### src/rtl/audio_wave_master_if.sv
// Avalon-MM register bus between the wave master and the audio codec slave.
// Latency: none, plain wires; read data returns READ_LATENCY cycles after the strobe.
// Backpressure: none; the slave has no waitrequest and completes each access in its strobe cycle.
interface audio_wave_master_if;
  logic [2:0]  m_address;
  logic        m_read;
  logic        m_write;
  logic [15:0] m_writedata;
  logic [15:0] m_readdata;

  modport master (
    output m_address, m_read, m_write, m_writedata,
    input  m_readdata
  );

  modport slave (
    input  m_address, m_read, m_write, m_writedata,
    output m_readdata
  );
endinterface

### src/rtl/audio_wave_master.sv
// Status-polling Avalon initiator: streams DAC pairs to the codec FIFOs and drains ADC pairs.
// Latency: 4 cycles per DAC pair, 6 cycles from poll to adc_valid (READ_LATENCY = 1).
// Backpressure: sample_ready drops while a pair is held; the ADC output has no backpressure.
module audio_wave_master #(
  parameter int READ_LATENCY = 1,
  parameter int POLL_GAP     = 4
) (
  input  logic        clk,
  input  logic        reset_n,
  input  logic        start,
  input  logic        stop,
  input  logic        adc_enable,
  input  logic        sample_valid,
  output logic        sample_ready,
  input  logic [15:0] sample_left,
  input  logic [15:0] sample_right,
  output logic        adc_valid,
  output logic [15:0] adc_left,
  output logic [15:0] adc_right,
  output logic        busy,
  output logic [31:0] pair_count,
  audio_wave_master_if.master m
);

  typedef enum logic [3:0] {
    IDLE, CLR, POLL, PWAIT, GAP, WRL, WRR, RDL, RLWAIT, RDR, RRWAIT
  } state_t;

  // Zero latency means read data is taken on the same edge that samples the strobe.
  localparam bit         RL0      = (READ_LATENCY == 0);
  localparam bit         GAP0     = (POLL_GAP == 0);
  localparam logic [7:0] RL_INIT  = 8'(READ_LATENCY - 1);
  localparam logic [7:0] GAP_INIT = 8'(POLL_GAP - 1);

  state_t      state_q;
  logic [7:0]  cnt_q;
  logic [31:0] hold_q;
  logic        hold_v_q;
  logic        stop_pend_q;
  logic        first_q;
  logic [31:0] pair_count_q;
  logic        m_read_q;
  logic        m_write_q;
  logic [2:0]  m_address_q;
  logic [15:0] m_writedata_q;
  logic        adc_valid_q;
  logic [15:0] adc_left_q;
  logic [15:0] adc_right_q;

  logic rd_fin;
  logic poll_dec;
  logic do_wr;
  logic do_rd;
  logic go_poll;
  logic take;

  assign busy         = (state_q != IDLE);
  assign sample_ready = ~hold_v_q & busy;
  assign take         = sample_valid & sample_ready;

  // Read data is present on this edge: either the strobe edge itself or the end of the wait.
  assign rd_fin   = RL0 ? (state_q inside {POLL, RDL, RDR})
                        : ((state_q inside {PWAIT, RLWAIT, RRWAIT}) && (cnt_q == 8'd0));
  assign poll_dec = rd_fin && (state_q inside {POLL, PWAIT});
  assign do_wr    = hold_v_q & ~m.m_readdata[0];
  assign do_rd    = adc_enable & ~m.m_readdata[1];

  // Every path that re-enters POLL; stop is only honoured here so an L/R pair never splits.
  assign go_poll = (state_q == CLR) || (state_q == WRR) ||
                   ((state_q == GAP) && (cnt_q == 8'd0)) ||
                   (rd_fin && (state_q inside {RDR, RRWAIT})) ||
                   (poll_dec && !do_wr && !do_rd && GAP0);

  assign m.m_read      = m_read_q;
  assign m.m_write     = m_write_q;
  assign m.m_address   = m_address_q;
  assign m.m_writedata = m_writedata_q;
  assign adc_valid     = adc_valid_q;
  assign adc_left      = adc_left_q;
  assign adc_right     = adc_right_q;
  assign pair_count    = pair_count_q;

  // Sequencer: state, holding register and all registered bus outputs.
  always_ff @(posedge clk or negedge reset_n) begin
    if (!reset_n) begin
      state_q       <= IDLE;
      cnt_q         <= 8'd0;
      hold_q        <= 32'd0;
      hold_v_q      <= 1'b0;
      stop_pend_q   <= 1'b0;
      first_q       <= 1'b0;
      pair_count_q  <= 32'd0;
      m_read_q      <= 1'b0;
      m_write_q     <= 1'b0;
      m_address_q   <= 3'd0;
      m_writedata_q <= 16'd0;
      adc_valid_q   <= 1'b0;
      adc_left_q    <= 16'd0;
      adc_right_q   <= 16'd0;
    end else begin
      m_read_q    <= 1'b0;
      m_write_q   <= 1'b0;
      adc_valid_q <= 1'b0;
      if (stop && busy) stop_pend_q <= 1'b1;
      if (take) begin
        hold_q   <= {sample_left, sample_right};
        hold_v_q <= 1'b1;
      end
      case (state_q)
        IDLE: if (start) begin
          state_q       <= CLR;
          m_write_q     <= 1'b1;
          m_address_q   <= 3'd4;
          m_writedata_q <= 16'h0001;
          pair_count_q  <= 32'd0;
          first_q       <= 1'b1;
          stop_pend_q   <= stop;
        end
        POLL, PWAIT: begin
          if (poll_dec) begin
            if (do_wr) begin
              state_q       <= WRL;
              m_write_q     <= 1'b1;
              m_address_q   <= 3'd0;
              m_writedata_q <= hold_q[31:16];
            end else if (do_rd) begin
              state_q     <= RDL;
              m_read_q    <= 1'b1;
              m_address_q <= 3'd2;
            end else if (!GAP0) begin
              state_q <= GAP;
              cnt_q   <= GAP_INIT;
            end
          end else if (state_q == POLL) begin
            state_q <= PWAIT;
            cnt_q   <= RL_INIT;
          end else begin
            cnt_q <= cnt_q - 8'd1;
          end
        end
        WRL: begin
          state_q       <= WRR;
          m_write_q     <= 1'b1;
          m_address_q   <= 3'd1;
          m_writedata_q <= hold_q[15:0];
          hold_v_q      <= 1'b0;
          pair_count_q  <= pair_count_q + 32'd1;
        end
        GAP: if (cnt_q != 8'd0) cnt_q <= cnt_q - 8'd1;
        RDL, RLWAIT: begin
          if (rd_fin) begin
            adc_left_q  <= m.m_readdata;
            state_q     <= RDR;
            m_read_q    <= 1'b1;
            m_address_q <= 3'd3;
          end else if (state_q == RDL) begin
            state_q <= RLWAIT;
            cnt_q   <= RL_INIT;
          end else begin
            cnt_q <= cnt_q - 8'd1;
          end
        end
        RDR, RRWAIT: begin
          if (rd_fin) begin
            // The slave answers one read sequence late, so the first pair after start is stale.
            adc_right_q <= m.m_readdata;
            adc_valid_q <= ~first_q;
            first_q     <= 1'b0;
          end else if (state_q == RDR) begin
            state_q <= RRWAIT;
            cnt_q   <= RL_INIT;
          end else begin
            cnt_q <= cnt_q - 8'd1;
          end
        end
        default: ;
      endcase
      if (go_poll) begin
        if (stop_pend_q || stop) begin
          state_q     <= IDLE;
          stop_pend_q <= 1'b0;
        end else begin
          state_q     <= POLL;
          m_read_q    <= 1'b1;
          m_address_q <= 3'd5;
        end
      end
    end
  end

endmodule

### src/flat_wrapper.sv
// flat-port wrapper written by rule: the top's interface ports become plain ports
module audio_wave_master_flat 
#(
  parameter int READ_LATENCY = 1,
  parameter int POLL_GAP     = 4
)
  (clk, reset_n, start, stop, adc_enable, sample_valid, sample_ready, sample_left, sample_right, adc_valid, adc_left, adc_right, busy, pair_count, m_m_address, m_m_read, m_m_write, m_m_writedata, m_m_readdata);
  audio_wave_master_if m_i ();
  input  logic clk;
  input  logic reset_n;
  input  logic start;
  input  logic stop;
  input  logic adc_enable;
  input  logic sample_valid;
  output logic sample_ready;
  input  logic [15:0] sample_left;
  input  logic [15:0] sample_right;
  output logic adc_valid;
  output logic [15:0] adc_left;
  output logic [15:0] adc_right;
  output logic busy;
  output logic [31:0] pair_count;
  output wire logic [$bits(m_i.m_address)-1:0] m_m_address;
  output wire logic [$bits(m_i.m_read)-1:0] m_m_read;
  output wire logic [$bits(m_i.m_write)-1:0] m_m_write;
  output wire logic [$bits(m_i.m_writedata)-1:0] m_m_writedata;
  input wire logic [$bits(m_i.m_readdata)-1:0] m_m_readdata;
  assign m_m_address = m_i.m_address;
  assign m_m_read = m_i.m_read;
  assign m_m_write = m_i.m_write;
  assign m_m_writedata = m_i.m_writedata;
  assign m_i.m_readdata = m_m_readdata;
  audio_wave_master #(.READ_LATENCY(READ_LATENCY), .POLL_GAP(POLL_GAP)) u_core (.clk(clk), .reset_n(reset_n), .start(start), .stop(stop), .adc_enable(adc_enable), .sample_valid(sample_valid), .sample_ready(sample_ready), .sample_left(sample_left), .sample_right(sample_right), .adc_valid(adc_valid), .adc_left(adc_left), .adc_right(adc_right), .busy(busy), .pair_count(pair_count), .m(m_i));
endmodule
### config.mk
export PLATFORM = sky130hd
export DESIGN_NAME = audio_wave_master_flat
export DESIGN_NICKNAME = d
export VERILOG_FILES = /design/src/rtl/audio_wave_master_if.sv /design/src/rtl/audio_wave_master.sv /design/src/flat_wrapper.sv
export SDC_FILE = /design/constraint.sdc
export NUM_CORES = 1
export LEC_CHECK = 0
export ABC_AREA = 1
export CAP_MARGIN = 5
export CORE_MARGIN = 8
export CORE_UTILIZATION = 51
export DETAILED_ROUTE_END_ITERATION = 7
export GPL_TIMING_DRIVEN = 0
export PLACE_DENSITY = 0.84
export SETUP_SLACK_MARGIN = 0.05
export SKIP_CTS_REPAIR_TIMING = 1
export SLEW_MARGIN = 20
export SYNTH_ARGS = -nofsm -noshare
export SYNTH_HDL_FRONTEND = slang
export SYNTH_SLANG_ARGS = --single-unit
### constraint.sdc
create_clock -name clk -period 2.67 [get_ports clk]
set_clock_uncertainty 0.2 [all_clocks]
set_input_delay 0.534 -clock clk [delete_from_list [all_inputs] [get_ports clk]]
set_output_delay 0.534 -clock clk [all_outputs]
set_load 0.1 [all_outputs]
==> results of run 1 <==
stage by stage:
| stage | area, µm² | TNS [ns] | total power, mW |
|---|---|---|---|
| after floorplan | 6580 | 0 | 2.06 |
| after global placement | 8210 | -580.52 | 2.18 |
| after detailed placement | 8240 | -0.224 | 2.19 |
| after CTS | 8830 | -4.26 | 4.47 |
| after global routing | 9040 | 0 | 4.57 |
| final | 9040 | 0 | 4.45 |
routing by layer:
layer	global-route usage (%)	wire length [µm]	vias to the layer above
met4	9.97	563	0
met3	7.31	1280	46
met2	36.8	9330	217
met5	0	0	-
li1	-	-	2892
met1	27.4	7540	2877
final timing paths:
path,slack [ns],startpoint,end,cells after the start
max,0.08,u_core.state_q[1]$_DFFE_PN0P_,busy,5
min,0.22,u_core.first_q$_DFFE_PN0P_,u_core.adc_valid$_DFF_PN0_,1
max reg2reg,0.39,u_core.cnt_q[0]$_DFFE_PN0P_,u_core.m.m_writedata[0]$_DFFE_PN0P_,8
min reg2reg,0.22,u_core.first_q$_DFFE_PN0P_,u_core.adc_valid$_DFF_PN0_,1
max in group asynchronous,1.15,reset_n,u_core.m.m_writedata[0]$_DFFE_PN0P_,3
min in group asynchronous,0.37,reset_n,u_core.adc_left[7]$_DFFE_PN0P_,2
kinds of logic (layout without fill, tap and decap cells):
family / count (synthesis) / in the layout
mux: 28 / 28
buf+inv: 131 / 305
compound gates: 120 / 120
flops: 133 / 133
xor+xnor: 5 / 5
simple gates: 375 / 375
fa+ha+maj: 2 / 2
report_power, final:
group | total [mW] | switching [mW] | internal, mW
combinational | 0.138 | 0.0622 | 0.0762
clock | 2.30 | 0.883 | 1.41
sequential | 2.02 | 0.0000000000000000187 | 2.02
critical path, cell delays in order (launching register included):
cell	delay [ns]
sky130_fd_sc_hd__dfrtp_1	0.46
sky130_fd_sc_hd__inv_2	0.12
sky130_fd_sc_hd__nand2_2	0.09
sky130_fd_sc_hd__nor2_4	0.21
sky130_fd_sc_hd__inv_1	0.13
sky130_fd_sc_hd__clkbuf_2	0.41
state kept, by name (all words and copies together) (netlist names), 3 cells and up:
register              count
u_core.adc_left          16
u_core.adc_right         16
u_core.cnt_q              8
u_core.hold_q            32
u_core.m.m_address        3
u_core.m.m_writedata     16
u_core.pair_count        32
u_core.state_q            4
layout by cell type (no fill, tap or decap), drive strengths merged, types with 3 or more instances in the layout:
master         synthesis  final
clkinvlp               0      4
nor2                  73     73
nand2                210    210
dfrtp                133    133
buf                   17     19
inv                  109    109
a22o                  12     12
nand4                 17     17
dlymetal6s2s           0     86
mux2                  28     28
nor3                  14     14
clkdlybuf4s50          0     52
a21oi                 20     20
clkinv                 0      6
nand3                 56     56
clkbuf                 5     26
o21ai                 78     78
o22ai                  5      5
xor2                   3      3
cell type report:
cell class	count	area (µm²)
fillers	925	3580
flip-flops and latches	133	3330
multi-input cells	530	2740
repair buffers	143	1660
clock buffers	19	453
inverters	109	409
well taps	172	215
clock inverters	12	131
plain buffers	22	111
==> PnR_summary.wiki, run 1 <==
{| class="wikitable"
! Metric !! Value
|-
| Outcome || finished, final reports clean
|-
| Power per Cell Area || 492 mW/mm²
|-
| Die outline width || approximately 130 µm
|-
| Kind of end point of the critical path || output pin
|-
| Synth Area per Inst || 8.29 µm²
|-
| Worst slew margin || 30.1%
|-
| Unique masters post-synth || 38
|-
| Initial Utilization || between 50% and 60%
|-
| Die area || ~0.017 mm²
|-
| Maximum ir drop on the vdd rail || 0.398 mV
|-
| Critical Path AT || ~1.9 ns
|-
| Clock tree from TritonCTS || done
|-
| Detail Placement HPWL || 13,400 µm
|-
| Cell type with the largest total area after synthesis || sky130_fd_sc_hd__dfrtp_1
|-
| Largest family of logic cells by synthesized area || simple AND/OR/NAND/NOR gates
|-
| FP Rows || ~40
|-
| Standby leakage power || roughly 5.0 nW
|-
| Total congestion overflow || 0
|-
| Hold violation count in the final report || 0
|-
| Top Ports || ~140
|-
| Total wire length || ~19,000 µm
|-
| Category of the worst setup path launch point || flop
|-
| Ratio of cells with drive above 1 in the final layout || 11.4%
|-
| Endpoints failing setup || 0
|-
| Maximum buffer depth of the clock tree || 2
|-
| Crit path setup slack, layout || 0.0822 ns
|-
| Dominant synthesized flop cell || sky130_fd_sc_hd__dfrtp_1
|-
| Area of the core || 0.0126 mm²
|-
| Worst skew pair latency || between 0.4 and 0.5 ns
|-
| Adder-cell share of the synthesized area || less than 1%
|-
| Largest net degree at the start of global routing || 96
|-
| Most repeated cell in the gate-level netlist after synthesis || sky130_fd_sc_hd__nand2_1
|-
| Clock sink total || 133
|-
| Mapped Nets || 850
|-
| Detail Route Antenna Nets || 0
|-
| Initial antenna violation count || 0
|-
| Final GP Congestion || ~0.9
|-
| Simple-Gate Fraction of Synth Area || between 20% and 30%
|-
| Worst hold slack || about 0.22 ns
|-
| Tightest Pin Transition || 1.05 ns
|-
| Share of the cycle needed by the critical path after routing || 96.9%
|-
| Dominant cells by area after synthesis || sky130_fd_sc_hd__dfrtp_1 (51%), sky130_fd_sc_hd__nand2_1 (12%), sky130_fd_sc_hd__inv_1 (5.9%), sky130_fd_sc_hd__mux2_2 (4.6%), sky130_fd_sc_hd__nand3_1 (4.1%)
|-
| Nets || slightly above 1,000
|-
| Clock buffer count from CTS || 17
|-
| Global-route wire length before repair || just under 30,000 µm
|-
| Proportion of synthesized flip-flops having asynchronous set or reset || 100%
|-
| All-Layer GR Usage || 22.8%
|-
| Start-to-end type of the worst setup path || reg2out
|-
| Number of H-tree levels || 4
|-
| Clock transition at the registers of the reported paths || around 0.060 ns
|-
| Minimum clock period || 2.59 ns
|-
| Synthesis-to-layout area growth || 37.3%
|-
| Number of global-route vias before repair || between 5,000 and 6,000
|-
| Number of standard cells in the layout, taps in and fillers out || ~1,100
|-
| Most frequent cells after synthesis || sky130_fd_sc_hd__nand2_1 (202), sky130_fd_sc_hd__dfrtp_1 (133), sky130_fd_sc_hd__inv_1 (103), sky130_fd_sc_hd__nor2_1 (61), sky130_fd_sc_hd__nand3_1 (54)
|-
| Synth Area in Compound Gates || between 10% and 20%
|-
| Die span in y || ~130 µm
|-
| Hold crit path type || reg2reg
|-
| Required arrival time at the worst endpoint || around 1.9 ns
|-
| Area share of xor/xnor cells in the synthesized design || less than 1%
|-
| Number of synthesis warnings || 0
|-
| Sequential cell area fraction in the yosys report || about 51%
|-
| Max-slew violation count || 0
|-
| Synth Instances || between 700 and 800
|-
| Via Count || 6,032
|-
| Core occupancy in the finished layout || 71.7%
|-
| Number of max-cap violations || 0
|-
| RSZ-0062 raised after global routing || true
|-
| Top fanout value on the critical path || 6
|-
| Share of cell area taken by muxes after synthesis || under 10%
|-
| Fmax || ~390 MHz
|-
| Flops & latches, synth || about 130
|-
| # diodes || 0
|-
| Drt wl/cell || approximately 16 µm
|-
| Detailed router's first-iteration violation count || 449
|-
| Root Buffer Master || sky130_fd_sc_hd__clkbuf_16
|-
| Number of enable flip-flop cells after synthesis || 0
|-
| Share of the synthesized area in the top cell type || approximately 50%
|-
| Instance count after placement with tap cells included || roughly 1,100
|-
| Routed via count divided by cell count || around 5.3
|-
| Worst-case setup slack after placement || -0.133 ns
|-
| First-pass iteration count of the detailed router || 5
|-
| Port Buffer Count || 141
|-
| Post-Synthesis Cell Area || 0.00658 mm²
|-
| Remaining DRCs || 0
|}
Note: power is estimated with default switching activity, not from simulation.
==> run 2: changes to the inputs <==
--- a/config.mk
+++ b/config.mk
@@ -11,10 +11,11 @@
 export CORE_UTILIZATION = 51
 export DETAILED_ROUTE_END_ITERATION = 7
 export GPL_TIMING_DRIVEN = 0
-export PLACE_DENSITY = 0.84
+export PLACE_DENSITY_LB_ADDON = 0.2
 export SETUP_SLACK_MARGIN = 0.05
 export SKIP_CTS_REPAIR_TIMING = 1
 export SLEW_MARGIN = 20
 export SYNTH_ARGS = -nofsm -noshare
 export SYNTH_HDL_FRONTEND = slang
 export SYNTH_SLANG_ARGS = --single-unit
+export TNS_END_PERCENT = 50
==> run 2 against run 1 <==
First-iteration DRC count is 37% higher. Worst hold slack better by 0.012 ns. Core utilization is 0.48 points higher. Flip-flop and latch count stayed put. Clock power is 9.1% higher. Non-clock buffer count stayed put. Sequential power hardly changed. Via count is 2.4% lower. Setup slack better by 0.066 ns. Final cell count hardly changed. Largest cell class unchanged. Largest power group unchanged.
==> PnR_summary.wiki, run 2 (synthesis results as in run 1) <==
{| class="wikitable"
! Metric !! Value
|-
| Endpoints failing setup || 0 (unchanged)
|-
| Initial Utilization || 52.2% (unchanged)
|-
| Largest net degree at the start of global routing || 70 (was 96)
|-
| Die area || 0.0168 mm² (unchanged)
|-
| Max-slew violation count || 0 (unchanged)
|-
| Die outline width || 130 µm (unchanged)
|-
| Number of max-cap violations || 0 (unchanged)
|-
| Global-route wire length before repair || 28,600 µm (was 29,800 µm)
|-
| Clock tree from TritonCTS || done (unchanged)
|-
| Detail Route Antenna Nets || 0 (unchanged)
|-
| Top Ports || 142 (unchanged)
|-
| Critical Path AT || 1.79 ns (was 1.85 ns)
|-
| Maximum ir drop on the vdd rail || 0.468 mV (was 0.398 mV)
|-
| Final GP Congestion || 0.881 (was 0.898)
|-
| Number of standard cells in the layout, taps in and fillers out || 1,141 (was 1,140)
|-
| Buf+Inv Stages, Crit Path || 2 (was 3)
|-
| Start-to-end type of the worst setup path || reg2out (unchanged)
|-
| Routed via count divided by cell count || 5.16 (was 5.29)
|-
| Via Count || 5,889 (was 6,032)
|-
| Total congestion overflow || 0 (unchanged)
|-
| Maximum buffer depth of the clock tree || 2 (unchanged)
|-
| Ratio of cells with drive above 1 in the final layout || 11.5% (was 11.4%)
|-
| Top fanout value on the critical path || 6 (unchanged)
|-
| Critical path's top delay family || buffers and inverters (unchanged)
|-
| Final design area excluding fillers || 0.00910 mm² (was 0.00904 mm²)
|-
| Area of the core || 0.0126 mm² (unchanged)
|-
| Clock sink total || 133 (unchanged)
|-
| Total negative slack || 0 ns (unchanged)
|-
| RSZ-0062 raised after global routing || false (was true)
|-
| Nets || 1,012 (unchanged)
|-
| Crit path setup slack, layout || 0.148 ns (was 0.0822 ns)
|-
| Fmax || 396 MHz (was 386 MHz)
|-
| Drt wl/cell || 15.4 µm (was 16.4 µm)
|-
| Most used cell along the critical path || sky130_fd_sc_hd__nor2_4
|-
| Remaining DRCs || 0 (unchanged)
|-
| Worst-case setup slack after placement || -0.131 ns (was -0.133 ns)
|-
| Minimum clock period || 2.52 ns (was 2.59 ns)
|-
| Root Buffer Master || sky130_fd_sc_hd__clkbuf_16 (unchanged)
|-
| Clock transition at the registers of the reported paths || 0.06 ns (about the same)
|-
| Kind of end point of the critical path || output pin (unchanged)
|-
| Power per Cell Area || 512 mW/mm² (was 492 mW/mm²)
|-
| Commonest non-fill, non-tap cell in the layout || sky130_fd_sc_hd__nand2_1 (unchanged)
|-
| Number of H-tree levels || 4 (unchanged)
|-
| Cell-by-cell trace of the critical path || inv_2 -> nand2_2 -> nor2_4 -> nor2_4 -> clkbuf_2 (was inv_2 -> nand2_2 -> nor2_4 -> inv_1 -> clkbuf_2)
|-
| Clock buffer count from CTS || 17 (unchanged)
|-
| Instance count after placement with tap cells included || 1,108 (unchanged)
|-
| Detailed router's first-iteration violation count || 614 (was 449)
|-
| Share of the cycle needed by the critical path after routing || 94.5% (was 96.9%)
|-
| Total wire length || 17,500 µm (was 18,700 µm)
|-
| Outcome || finished, final reports clean (unchanged)
|-
| Cell area after placement || 0.00824 mm² (unchanged)
|-
| Required arrival time at the worst endpoint || 1.94 ns (about the same)
|-
| Port Buffer Count || 141 (unchanged)
|-
| Filler cell count || 992 (was 925)
|-
| Standby leakage power || 4.98 nW (was 4.95 nW)
|-
| Worst slew margin || 31.6% (was 30.1%)
|-
| Die span in y || 130 µm (unchanged)
|-
| Tightest Pin Transition || 1.02 ns (was 1.05 ns)
|-
| First-pass iteration count of the detailed router || 5 (unchanged)
|-
| Category of the worst setup path launch point || flop (unchanged)
|-
| Hold crit path type || reg2reg (unchanged)
|-
| Synthesis-to-layout area growth || 38.3% (was 37.3%)
|-
| FP Rows || 41 (unchanged)
|-
| Peak per-stage delay on the critical path || 0.48 ns (was 0.46 ns)
|-
| Crit path max-delay cell type || sky130_fd_sc_hd__dfrtp_1 (unchanged)
|-
| PnR Total Power || 4.66 mW (was 4.45 mW)
|-
| Worst skew pair latency || 0.42 ns (was 0.43 ns)
|-
| Hold violation count in the final report || 0 (unchanged)
|-
| All-Layer GR Usage || 21.6% (was 22.8%)
|-
| Leading cell types in the layout, fill and taps excluded || sky130_fd_sc_hd__nand2_1 (202), sky130_fd_sc_hd__dfrtp_1 (133), sky130_fd_sc_hd__inv_1 (103), sky130_fd_sc_hd__dlymetal6s2s_1 (86), sky130_fd_sc_hd__nor2_1 (61) (unchanged)
|-
| Number of global-route vias before repair || 5,780 (was 5,944)
|-
| Detail Placement HPWL || 12,600 µm (was 13,400 µm)
|-
| # diodes || 0 (unchanged)
|-
| Initial antenna violation count || 0 (unchanged)
|}
run 2: metrics by stage:
stage / utilization (%) / hold WS, ns
2_1_floorplan: - / 0.0384
3_3_place_gp: 65.1 / 0.212
3_5_place_dp: 65.3 / 0.235
4_1_cts: 70.4 / -0.127
5_1_grt: 72.1 / 0.257
6_report: 72.1 / 0.237
run 2: area by class of cell:
cell class	count	area [µm²]	area share (%)
buffer	22	111	1.22
clock buffer	20	467	5.13
clock inverter	12	175	1.92
inverter	109	409	4.49
multi-input combinational	530	2740	30.0
sequential	133	3330	36.6
tap	172	215	2.36
timing repair buffer	143	1660	18.3
run 2: final timing paths:
check | startpoint | endpoint | slack [ns] | cells past startpoint
max in group asynchronous | reset_n | u_core.pair_count[8]$_DFFE_PN0P_ | 1.13 | 3
min | u_core.first_q$_DFFE_PN0P_ | u_core.adc_valid$_DFF_PN0_ | 0.24 | 1
min in group asynchronous | reset_n | u_core.adc_right[8]$_DFFE_PN0P_ | 0.45 | 2
min reg2reg | u_core.first_q$_DFFE_PN0P_ | u_core.adc_valid$_DFF_PN0_ | 0.24 | 1
max reg2reg | u_core.cnt_q[0]$_DFFE_PN0P_ | u_core.m.m_writedata[14]$_DFFE_PN0P_ | 0.43 | 8
max | u_core.state_q[1]$_DFFE_PN0P_ | sample_ready | 0.15 | 5
run 2: metal layers:
metal	track usage [%]	vias up	share of wire (%)
li1	-	2903	-
met4	6.83	0	1.1
met3	5.92	14	6.9
met5	0	-	0
met2	34.7	192	49
met1	27.6	2780	43
run 2: power breakdown:
| part | internal (mW) | total (mW) | leakage, nW | switching, mW |
|---|---|---|---|---|
| logic | 0.0759 | 0.135 | 3.18 | 0.0593 |
| registers | 2.02 | 2.02 | 1.49 | 0.0000000000000000208 |
| clock network | 1.63 | 2.51 | 0.308 | 0.876 |
| total | 3.73 | 4.66 | 4.98 | 0.936 |
==> run 3: changes to the inputs <==
--- a/config.mk
+++ b/config.mk
@@ -7,7 +7,6 @@
 export LEC_CHECK = 0
 export ABC_AREA = 1
 export CAP_MARGIN = 5
-export CORE_MARGIN = 8
 export CORE_UTILIZATION = 51
 export DETAILED_ROUTE_END_ITERATION = 7
 export GPL_TIMING_DRIVEN = 0
==> run 3 against run 2 <==
Final cell count did not move. Register-to-register slack barely moved. Setup slack improved by 0.0075 ns. Sequential power barely moved. Non-clock buffer count did not move. Cell area barely moved. Highest routed layer unchanged.
==> PnR_summary.wiki, run 3 (synthesis results as in run 1) <==
{| class="wikitable"
! Metric !! Value
|-
| Outcome || finished, final reports clean (unchanged)
|-
| Tightest Pin Transition || 1.02 ns (about the same)
|-
| Total wire length || 17,000 µm (was 17,500 µm)
|-
| Share of the cycle needed by the critical path after routing || 94.2% (was 94.5%)
|-
| Cell area after placement || 0.00824 mm² (unchanged)
|-
| Number of max-cap violations || 0 (unchanged)
|-
| Start-to-end type of the worst setup path || reg2out (unchanged)
|-
| Die span in y || 116 µm (was 130 µm)
|-
| Global routing's busiest layer || met2 (unchanged)
|-
| Cell-by-cell trace of the critical path || inv_2 -> nand2_2 -> nor2_4 -> inv_1 -> buf_2 (was inv_2 -> nand2_2 -> nor2_4 -> nor2_4 -> clkbuf_2)
|-
| Die outline width || 116 µm (was 130 µm)
|-
| First-pass iteration count of the detailed router || 5 (unchanged)
|-
| # diodes || 0 (unchanged)
|-
| Critical path's top delay family || buffers and inverters (unchanged)
|-
| Instance count after placement with tap cells included || 1,108 (unchanged)
|-
| Top fanout value on the critical path || 6 (unchanged)
|-
| Ratio of cells with drive above 1 in the final layout || 11.4% (was 11.5%)
|-
| Leading cell types in the layout, fill and taps excluded || sky130_fd_sc_hd__nand2_1 (202), sky130_fd_sc_hd__dfrtp_1 (133), sky130_fd_sc_hd__inv_1 (103), sky130_fd_sc_hd__dlymetal6s2s_1 (86), sky130_fd_sc_hd__nor2_1 (61) (unchanged)
|-
| Largest net degree at the start of global routing || 75 (was 70)
|-
| Hold crit path type || reg2reg (unchanged)
|-
| Clock sink total || 133 (unchanged)
|-
| Area of the core || 0.0126 mm² (unchanged)
|-
| Port Buffer Count || 141 (unchanged)
|-
| Drt wl/cell || 14.9 µm (was 15.4 µm)
|-
| Clock transition at the registers of the reported paths || 0.06 ns (about the same)
|-
| Die area || 0.0134 mm² (was 0.0168 mm²)
|-
| Maximum buffer depth of the clock tree || 2 (unchanged)
|-
| Detail Route Antenna Nets || 0 (unchanged)
|-
| RSZ-0062 raised after global routing || false (unchanged)
|-
| Hold violation count in the final report || 0 (unchanged)
|-
| Worst hold slack || 0.222 ns (was 0.237 ns)
|-
| Root Buffer Master || sky130_fd_sc_hd__clkbuf_16 (unchanged)
|-
| Global-route wire length before repair || 27,600 µm (was 28,600 µm)
|-
| Initial Utilization || 52.2% (unchanged)
|-
| Number of standard cells in the layout, taps in and fillers out || 1,141 (unchanged)
|-
| FP Rows || 41 (unchanged)
|-
| GR Layer Usage met1 || 35.5% (was 27.6%)
|-
| Endpoints failing setup || 0 (unchanged)
|-
| Critical Path AT || 1.78 ns (was 1.79 ns)
|-
| Clock tree from TritonCTS || done (unchanged)
|-
| Final design area excluding fillers || 0.00910 mm² (about the same)
|-
| Required arrival time at the worst endpoint || 1.94 ns (about the same)
|-
| Nets || 1,012 (unchanged)
|-
| Commonest non-fill, non-tap cell in the layout || sky130_fd_sc_hd__nand2_1 (unchanged)
|-
| Kind of end point of the critical path || output pin (unchanged)
|-
| Total congestion overflow || 0 (unchanged)
|-
| Power per Cell Area || 517 mW/mm² (was 512 mW/mm²)
|-
| All-Layer GR Usage || 27.2% (was 21.6%)
|-
| Number of H-tree levels || 4 (unchanged)
|-
| Standby leakage power || 4.99 nW (was 4.98 nW)
|-
| Via Count || 5,942 (was 5,889)
|-
| Fmax || 398 MHz (was 396 MHz)
|-
| Max-slew violation count || 0 (unchanged)
|-
| Maximum ir drop on the vdd rail || 0.521 mV (was 0.468 mV)
|-
| Worst skew pair latency || 0.42 ns (about the same)
|-
| Final GP Congestion || 0.880 (was 0.881)
|-
| Number of global-route vias before repair || 5,610 (was 5,780)
|-
| Buf+Inv Stages, Crit Path || 3 (was 2)
|-
| Routed via count divided by cell count || 5.21 (was 5.16)
|-
| Peak per-stage delay on the critical path || 0.47 ns (was 0.48 ns)
|-
| Minimum clock period || 2.51 ns (was 2.52 ns)
|-
| Clock buffer count from CTS || 17 (unchanged)
|-
| Remaining DRCs || 0 (unchanged)
|-
| Top Ports || 142 (unchanged)
|-
| Met2 track demand over resource || 44.2% (was 34.7%)
|-
| Met3 track utilization from global routing || 6.64% (was 5.92%)
|-
| Crit path max-delay cell type || sky130_fd_sc_hd__dfrtp_1 (unchanged)
|-
| Initial antenna violation count || 0 (unchanged)
|-
| Synthesis-to-layout area growth || 38.3% (about the same)
|-
| Detailed router's first-iteration violation count || 441 (was 614)
|-
| PnR Total Power || 4.71 mW (was 4.66 mW)
|-
| Category of the worst setup path launch point || flop (unchanged)
|-
| Worst slew margin || 31.7% (was 31.6%)
|-
| Detail Placement HPWL || 11,900 µm (was 12,600 µm)
|}
[run 3: path summary, 6_finish.rpt]
path,startpoint,end,cells past startpoint,slack [ns]
max,u_core.state_q[1]$_DFFE_PN0P_,busy,5,0.16
min,u_core.first_q$_DFFE_PN0P_,u_core.adc_valid$_DFF_PN0_,1,0.22
max reg2reg,u_core.cnt_q[0]$_DFFE_PN0P_,u_core.adc_right[3]$_DFFE_PN0P_,8,0.42
min reg2reg,u_core.first_q$_DFFE_PN0P_,u_core.adc_valid$_DFF_PN0_,1,0.22
max in group asynchronous,reset_n,u_core.m.m_writedata[11]$_DFFE_PN0P_,3,1.13
min in group asynchronous,reset_n,u_core.adc_left[10]$_DFFE_PN0P_,2,0.44
[run 3: worst register-to-register path: stages, from the launching register on]
cell,delay (ns)
sky130_fd_sc_hd__dfrtp_1,0.40
sky130_fd_sc_hd__inv_1,0.10
sky130_fd_sc_hd__ha_1,0.21
sky130_fd_sc_hd__nand2_1,0.14
sky130_fd_sc_hd__nor2_4,0.24
sky130_fd_sc_hd__nand3_2,0.24
sky130_fd_sc_hd__clkbuf_1,0.33
sky130_fd_sc_hd__nand2_1,0.14
sky130_fd_sc_hd__o21ai_0,0.10
[run 3: area by class of cell]
cell class | instances | area [µm²]
fill | 983 | 3510
sequential | 133 | 3330
multi-input combinational | 530 | 2740
timing repair buffer | 143 | 1660
clock buffer | 19 | 443
inverter | 109 | 409
tap | 172 | 215
clock inverter | 13 | 204
buffer | 22 | 111
[run 3: per-layer routing]
layer | wire, µm | share of wire, % | vias to the layer above
li1 | - | - | 2906
met1 | 7400 | 44 | 2825
met2 | 8280 | 49 | 179
met3 | 931 | 5.5 | 32
met4 | 374 | 2.2 | 0
met5 | 0 | 0 | -
[run 3: per-stage QoR]
stage                     worst slack (ns)  utilization [%]  setup TNS [ns]
after floorplan                      0.201                -               0
after global placement               -4.45             65.1         -590.67
after detailed placement            -0.119             65.3          -0.175
after CTS                           -0.580             70.4           -3.91
after global routing                0.0582             72.1               0
final                                0.155             72.1               0
[run 3: report_power, final]
group,leakage (nW),switching (mW),total (mW),internal (mW)
Combinational,3.18,0.0613,0.137,0.0761
Clock,0.317,0.879,2.56,1.68
Sequential,1.49,0.0000000000000000231,2.02,2.02
